[config.mk]
export PLATFORM = sky130hd
export DESIGN_NAME = sync_fifo
export DESIGN_NICKNAME = d
export VERILOG_FILES = /design/src/rtl/sync_fifo_pkg.sv /design/src/rtl/sync_fifo_ram.sv /design/src/rtl/sync_fifo.sv
export SDC_FILE = /design/constraint.sdc
export NUM_CORES = 1
export LEC_CHECK = 0
export BUFFER_PORTS_ARGS = -buffer_cell sky130_fd_sc_hd__buf_2
export CAP_MARGIN = 20
export CORE_ASPECT_RATIO = 1.75
export CORE_UTILIZATION = 36
export CTS_CLUSTER_DIAMETER = 120
export DETAILED_ROUTE_END_ITERATION = 12
export PLACE_DENSITY = 0.5
export RECOVER_POWER = 100
export SYNTH_ARGS = -nofsm -noshare
export SYNTH_HDL_FRONTEND = slang
export SYNTH_SLANG_ARGS = --single-unit
[constraint.sdc]
create_clock -name i_clk -period 9.4 [get_ports i_clk]
set_clock_uncertainty 0.15 [all_clocks]
set_input_delay 0 -clock i_clk [delete_from_list [all_inputs] [get_ports i_clk]]
set_output_delay 0 -clock i_clk [all_outputs]
set_load 0.1 [all_outputs]
[src/rtl/sync_fifo_pkg.sv]
// Shared constants and flag decoding for the single-clock FIFO.
// The SYNC_FIFO_ERR_EN macro enables sticky overflow/underflow reporting in sync_fifo.
package sync_fifo_pkg;

   localparam int unsigned DEF_DATA_SIZE = 8;
   localparam int unsigned DEF_ADDR_SIZE = 4;
   localparam int unsigned DEPTH         = 1 << DEF_ADDR_SIZE;
   localparam int unsigned PTR_W         = DEF_ADDR_SIZE + 1;

   typedef struct packed {
      logic full;
      logic afull;
      logic empty;
      logic aempty;
   } fifo_flags_t;

   function automatic fifo_flags_t decode_flags(input int unsigned level,
                                                input int unsigned depth,
                                                input int unsigned afull_th,
                                                input int unsigned aempty_th);
      fifo_flags_t f;
      f.full   = (level == depth);
      f.afull  = (level >= afull_th);
      f.empty  = (level == 0);
      f.aempty = (level <= aempty_th);
      return f;
   endfunction

endpackage

[src/rtl/sync_fifo_ram.sv]
// Single-clock simple dual-port RAM with registered read.
// The array has no reset so it maps to block RAM; only the output register clears.
module sync_fifo_ram #(
   parameter int unsigned DATA_SIZE = 8,
   parameter int unsigned ADDR_SIZE = 4
) (
   input  logic                 i_clk,
   input  logic                 i_rstn,
   input  logic                 i_we,
   input  logic [ADDR_SIZE-1:0] i_waddr,
   input  logic [DATA_SIZE-1:0] i_wdata,
   input  logic                 i_re,
   input  logic [ADDR_SIZE-1:0] i_raddr,
   output logic [DATA_SIZE-1:0] o_rdata
);

   logic [DATA_SIZE-1:0] mem_q [1<<ADDR_SIZE];
   logic [DATA_SIZE-1:0] rdata_q;

   always_ff @(posedge i_clk) begin
      if (i_we) begin
         mem_q[i_waddr] <= i_wdata;
      end
   end

   always_ff @(posedge i_clk or negedge i_rstn) begin
      if (!i_rstn) begin
         rdata_q <= '0;
      end else if (i_re) begin
         rdata_q <= mem_q[i_raddr];
      end
   end

   assign o_rdata = rdata_q;

endmodule

[src/rtl/sync_fifo.sv]
// Single-clock FIFO: pointers, occupancy, flags and read-valid around sync_fifo_ram.
// Define SYNC_FIFO_ERR_EN to add sticky overflow/underflow flags with i_err_clr.
module sync_fifo
   import sync_fifo_pkg::*;
#(
   parameter int unsigned DATA_SIZE     = 8,
   parameter int unsigned ADDR_SIZE     = 4,
   parameter int unsigned AFULL_THRESH  = 12,
   parameter int unsigned AEMPTY_THRESH = 2
) (
   input  logic                 i_clk,
   input  logic                 i_rstn,
   input  logic                 i_wr_en,
   input  logic [DATA_SIZE-1:0] i_wdata,
   output logic                 o_full,
   output logic                 o_afull,
   input  logic                 i_rd_en,
   output logic [DATA_SIZE-1:0] o_rdata,
   output logic                 o_rvalid,
   output logic                 o_empty,
   output logic                 o_aempty,
   output logic [ADDR_SIZE:0]   o_level
`ifdef SYNC_FIFO_ERR_EN
   ,
   input  logic                 i_err_clr,
   output logic                 o_overflow,
   output logic                 o_underflow
`endif
);

   localparam int unsigned FDEPTH = 1 << ADDR_SIZE;
   localparam int unsigned FPTR_W = ADDR_SIZE + 1;

   logic [FPTR_W-1:0] wptr_q, wptr_d;
   logic [FPTR_W-1:0] rptr_q, rptr_d;
   logic [FPTR_W-1:0] level;
   logic              rvalid_q;
   logic              wr_acc;
   logic              rd_acc;
   fifo_flags_t       flags;

   // Pointer MSB distinguishes full from empty; modulo subtraction gives occupancy.
   assign level  = wptr_q - rptr_q;
   assign flags  = decode_flags({{(32-FPTR_W){1'b0}}, level}, FDEPTH,
                                AFULL_THRESH, AEMPTY_THRESH);
   assign wr_acc = i_wr_en & ~flags.full;
   assign rd_acc = i_rd_en & ~flags.empty;

   always_comb begin
      wptr_d = wptr_q + FPTR_W'(wr_acc);
      rptr_d = rptr_q + FPTR_W'(rd_acc);
   end

   always_ff @(posedge i_clk or negedge i_rstn) begin
      if (!i_rstn) begin
         wptr_q   <= '0;
         rptr_q   <= '0;
         rvalid_q <= 1'b0;
      end else begin
         wptr_q   <= wptr_d;
         rptr_q   <= rptr_d;
         rvalid_q <= rd_acc;
      end
   end

   sync_fifo_ram #(
      .DATA_SIZE (DATA_SIZE),
      .ADDR_SIZE (ADDR_SIZE)
   ) u_ram (
      .i_clk   (i_clk),
      .i_rstn  (i_rstn),
      .i_we    (wr_acc),
      .i_waddr (wptr_q[ADDR_SIZE-1:0]),
      .i_wdata (i_wdata),
      .i_re    (rd_acc),
      .i_raddr (rptr_q[ADDR_SIZE-1:0]),
      .o_rdata (o_rdata)
   );

   assign o_full   = flags.full;
   assign o_afull  = flags.afull;
   assign o_empty  = flags.empty;
   assign o_aempty = flags.aempty;
   assign o_level  = level;
   assign o_rvalid = rvalid_q;

`ifdef SYNC_FIFO_ERR_EN
   logic ovf_q, ovf_d;
   logic unf_q, unf_d;

   // A new error on the clearing edge takes priority over the clear.
   always_comb begin
      ovf_d = (i_wr_en & flags.full)  | (ovf_q & ~i_err_clr);
      unf_d = (i_rd_en & flags.empty) | (unf_q & ~i_err_clr);
   end

   always_ff @(posedge i_clk or negedge i_rstn) begin
      if (!i_rstn) begin
         ovf_q <= 1'b0;
         unf_q <= 1'b0;
      end else begin
         ovf_q <= ovf_d;
         unf_q <= unf_d;
      end
   end

   assign o_overflow  = ovf_q;
   assign o_underflow = unf_q;
`endif

endmodule

==> results.toml <==
[hold_path]
min_path_type = "flip-flop to flip-flop"

[layout]
syn2layout_area_growth_pct = 18.1
diodes = 0
num-fill-cells = 1411
finish.net_count = 379
drive_gt1_share_pct = 22.1

[synth]
synth_xor_area_share_pct = 1.63
synth_fa_ha_area_share_pct = 2.06
synth_top_cell_area_share_pct = 65.8
synth.net_count = 315
synth_compound_area_share_pct = 3.41
async_flop_share_pct = 12.9
yosys_warnings = 0
synth-simple-area-share_pct = 3.73
syn_area_per_cell_um2 = 19.9
synth_top_family_by_area = "multiplexers"
synth_edf_count = 128
synth_area_leaders = "edfxtp_1 66%, mux4_2 12%, dfrtp_1 8.1%"
post-synth-top-area-cell = "edfxtp_1"
syn_inst = 294
ys_types = 28
synth.cell_area_um2 = 5840
synthMuxAreaShare_pct = 13.9
seq_area_frac_synth_pct = 73.9
yosys_register_bits = 147
synth_top_flop_cell = "edfxtp_1"

[global_routing]
antenna_found_initial = 0
met1_usage_pct = 18.2
grt_busiest_layer = "met2"
grt_pass1_wl_mm = 19.6
overflow = 0
met2_usage_pct = 32.0
grt_pass1_vias = 3182
grt_max_degree = 36
gr-usage-met3_pct = 3.15
globalRouteTotalUtil_pct = 16.9

[critical_path]
crit_top_cell = "clkbuf_1"
cp_max_fo = 34
cp_cell_sequence = "clkbuf_1 -> ha_1 -> inv_1 -> fa_1 -> a21o_1 -> a21oi_1 -> xor2_1 -> o41ai_1 -> clkbuf_1 -> nor4_1 -> clkbuf_1"
cp-end-kind = "flip-flop"
slowest_delay_ns = 2.07
cp_data_required_time_ns = 9.33
start_kind = "flip-flop"
slowest_stage = "clkbuf_1"
cp.arrival_ns = 6.08
critPathKind = "flip-flop to flip-flop"

[sta]
grt_setup_unrepaired = "false"
finalHoldViolations = 0
slew_viol_final = 35
final.setup.tns_ns = 0
period_share_pct = 65.4
min_period_ns = 6.15
slew-limit-headroom_pct = -97.2
setup_viol = 0
tightest_slew_ns = 2.96
fmax_mhz = 163

[clock_network]
cts_buffers = 17
clk_latency_ns = 0.41
cts-root-buf = "clkbuf_16"
htreeDepth = 4
cts_setup_buffers = 0
cts_resized = 0
cts_tree = "built"
cts_buffer_depth = 2
clk_pin_slew_worst_paths_ns = 0.07
clkSinkCount = 147

[floorplanning]
die_w_um = 98.3
num_rows = 61
die-area_um2 = 16800
pin_count = 30
die_h_um = 171
floorplan.core_area_um2 = 15900
initial_core_util_pct = 36.8

[routing]
vias = 2961
postRouteAntennaNets = 0
avgViaCountPerCell = 5.29
drcViolationCount = 4
avgRoutedWirePerCell_um = 23.4
drt_first_pass_iters = 10
detail_route.iter0.violations = 167
drt-total-wl_mm = 13.1

[place]
routabilityCongestion = 0.723
port-buffer-count = 29
dp_hpwl_mm = 8.82

[outcome]
violations = "DRC, capacitance limit, slew limit"
status = "finished, violations left"

[run]
cap_violations = 1
[cell usage after synthesis, drive strengths merged (7+ instances only)]
library cell / count
a22oi: 16
clkbuf: 7
dfrtp: 19
edfxtp: 128
ha: 8
inv: 9
mux2: 8
mux4: 32
nand2: 15
nor3: 9
nor4: 8
[flip-flops by register name, summed over array words and instances, names as in the netlist]
register,flops
o_rvalid,1
rptr_q,5
u_ram.o_rdata,8
u_ram.mem_q,128
wptr_q,5
[layer usage]
layer | routed length, µm | share of wire, % | up-vias
li1 | - | - | 1326
met1 | 4920 | 37 | 1548
met2 | 7500 | 57 | 73
met3 | 420 | 3.2 | 14
met4 | 285 | 2.2 | 0
met5 | 0 | 0 | -
[critical path: cells and delay by family, from the launching register on]
kind,cells,cell delay [ns]
and+or+nand+nor,1,0.75
DFF,1,0.34
AOI/OAI and AO/OA,3,0.51
xor gates and xnor gates,1,0.30
buffers and inverters,4,2.89
adders and majority gates,2,0.82
[cell usage in the layout, fill, tap and decap left out, types with 8 or more instances in the layout]
cell type / instances
ha_1: 8
mux4_2: 32
clkbuf_1: 38
dfrtp_1: 18
nor3_1: 9
edfxtp_1: 128
mux2_2: 8
clkbuf_16: 17
dlygate4sd3_1: 12
inv_1: 9
nand2_1: 15
a22oi_1: 16
[per-stage QoR]
step	cells	setup slack (ns)	instance area, µm²	hold WS (ns)	utilization [%]
floorplan	294	2.10	5840	-0.446	-
CTS	556	5.12	6990	0.00804	44.0
detailed placement	513	5.14	6310	-0.168	39.7
global route	560	2.51	6900	0.374	43.5
finish	560	3.25	6900	0.353	43.5
global placement	505	5.13	6260	-0.172	39.4
[cells by family after synthesis]
kind of cell | after synthesis
muxes | 40
buffers and inverters | 20
xor gates and xnor gates | 10
AOI/OAI and AO/OA | 23
and+or+nand+nor | 45
DFF | 147
adders and majority gates | 9
[cell type report]
type	count	area [µm²]	share of cell area, %
multi-input combinational	127	1440	20.9
clock inverter	15	146	2.12
sequential	147	4320	62.6
clock buffer	17	425	6.17
timing repair buffer	56	295	4.28
inverter	9	33.8	0.490
tap	189	236	3.43
[path summary, 6_finish.rpt]
kind	from	end	slack, ns	cells after the start
worst max-delay path	rptr_q[0]$_DFF_PN0_	u_ram.mem_q[10][0]$_DFFE_PP_	3.25	11
worst min-delay path	u_ram.o_rdata[5]$_DFFE_PN0P_	u_ram.o_rdata[5]$_DFFE_PN0P_	0.35	1
worst max register to register	rptr_q[0]$_DFF_PN0_	u_ram.mem_q[10][0]$_DFFE_PP_	3.25	11
worst min register to register	u_ram.o_rdata[5]$_DFFE_PN0P_	u_ram.o_rdata[5]$_DFFE_PN0P_	0.35	1
max in group asynchronous	i_rstn	rptr_q[0]$_DFF_PN0_	7.83	3
min in group asynchronous	i_rstn	rptr_q[1]$_DFF_PN0_	0.65	3
[repair_timing]
| action | in CTS | in global routing |
|---|---|---|
| setup endpoints to repair | 0 | 0 |
| hold buffers | 11 | 1 |
| endpoints found under the hold margin | 157 | 8 |
Power is not shown: default switching activity piles up to over one toggle a cycle in this logic, so the estimate is an artifact.
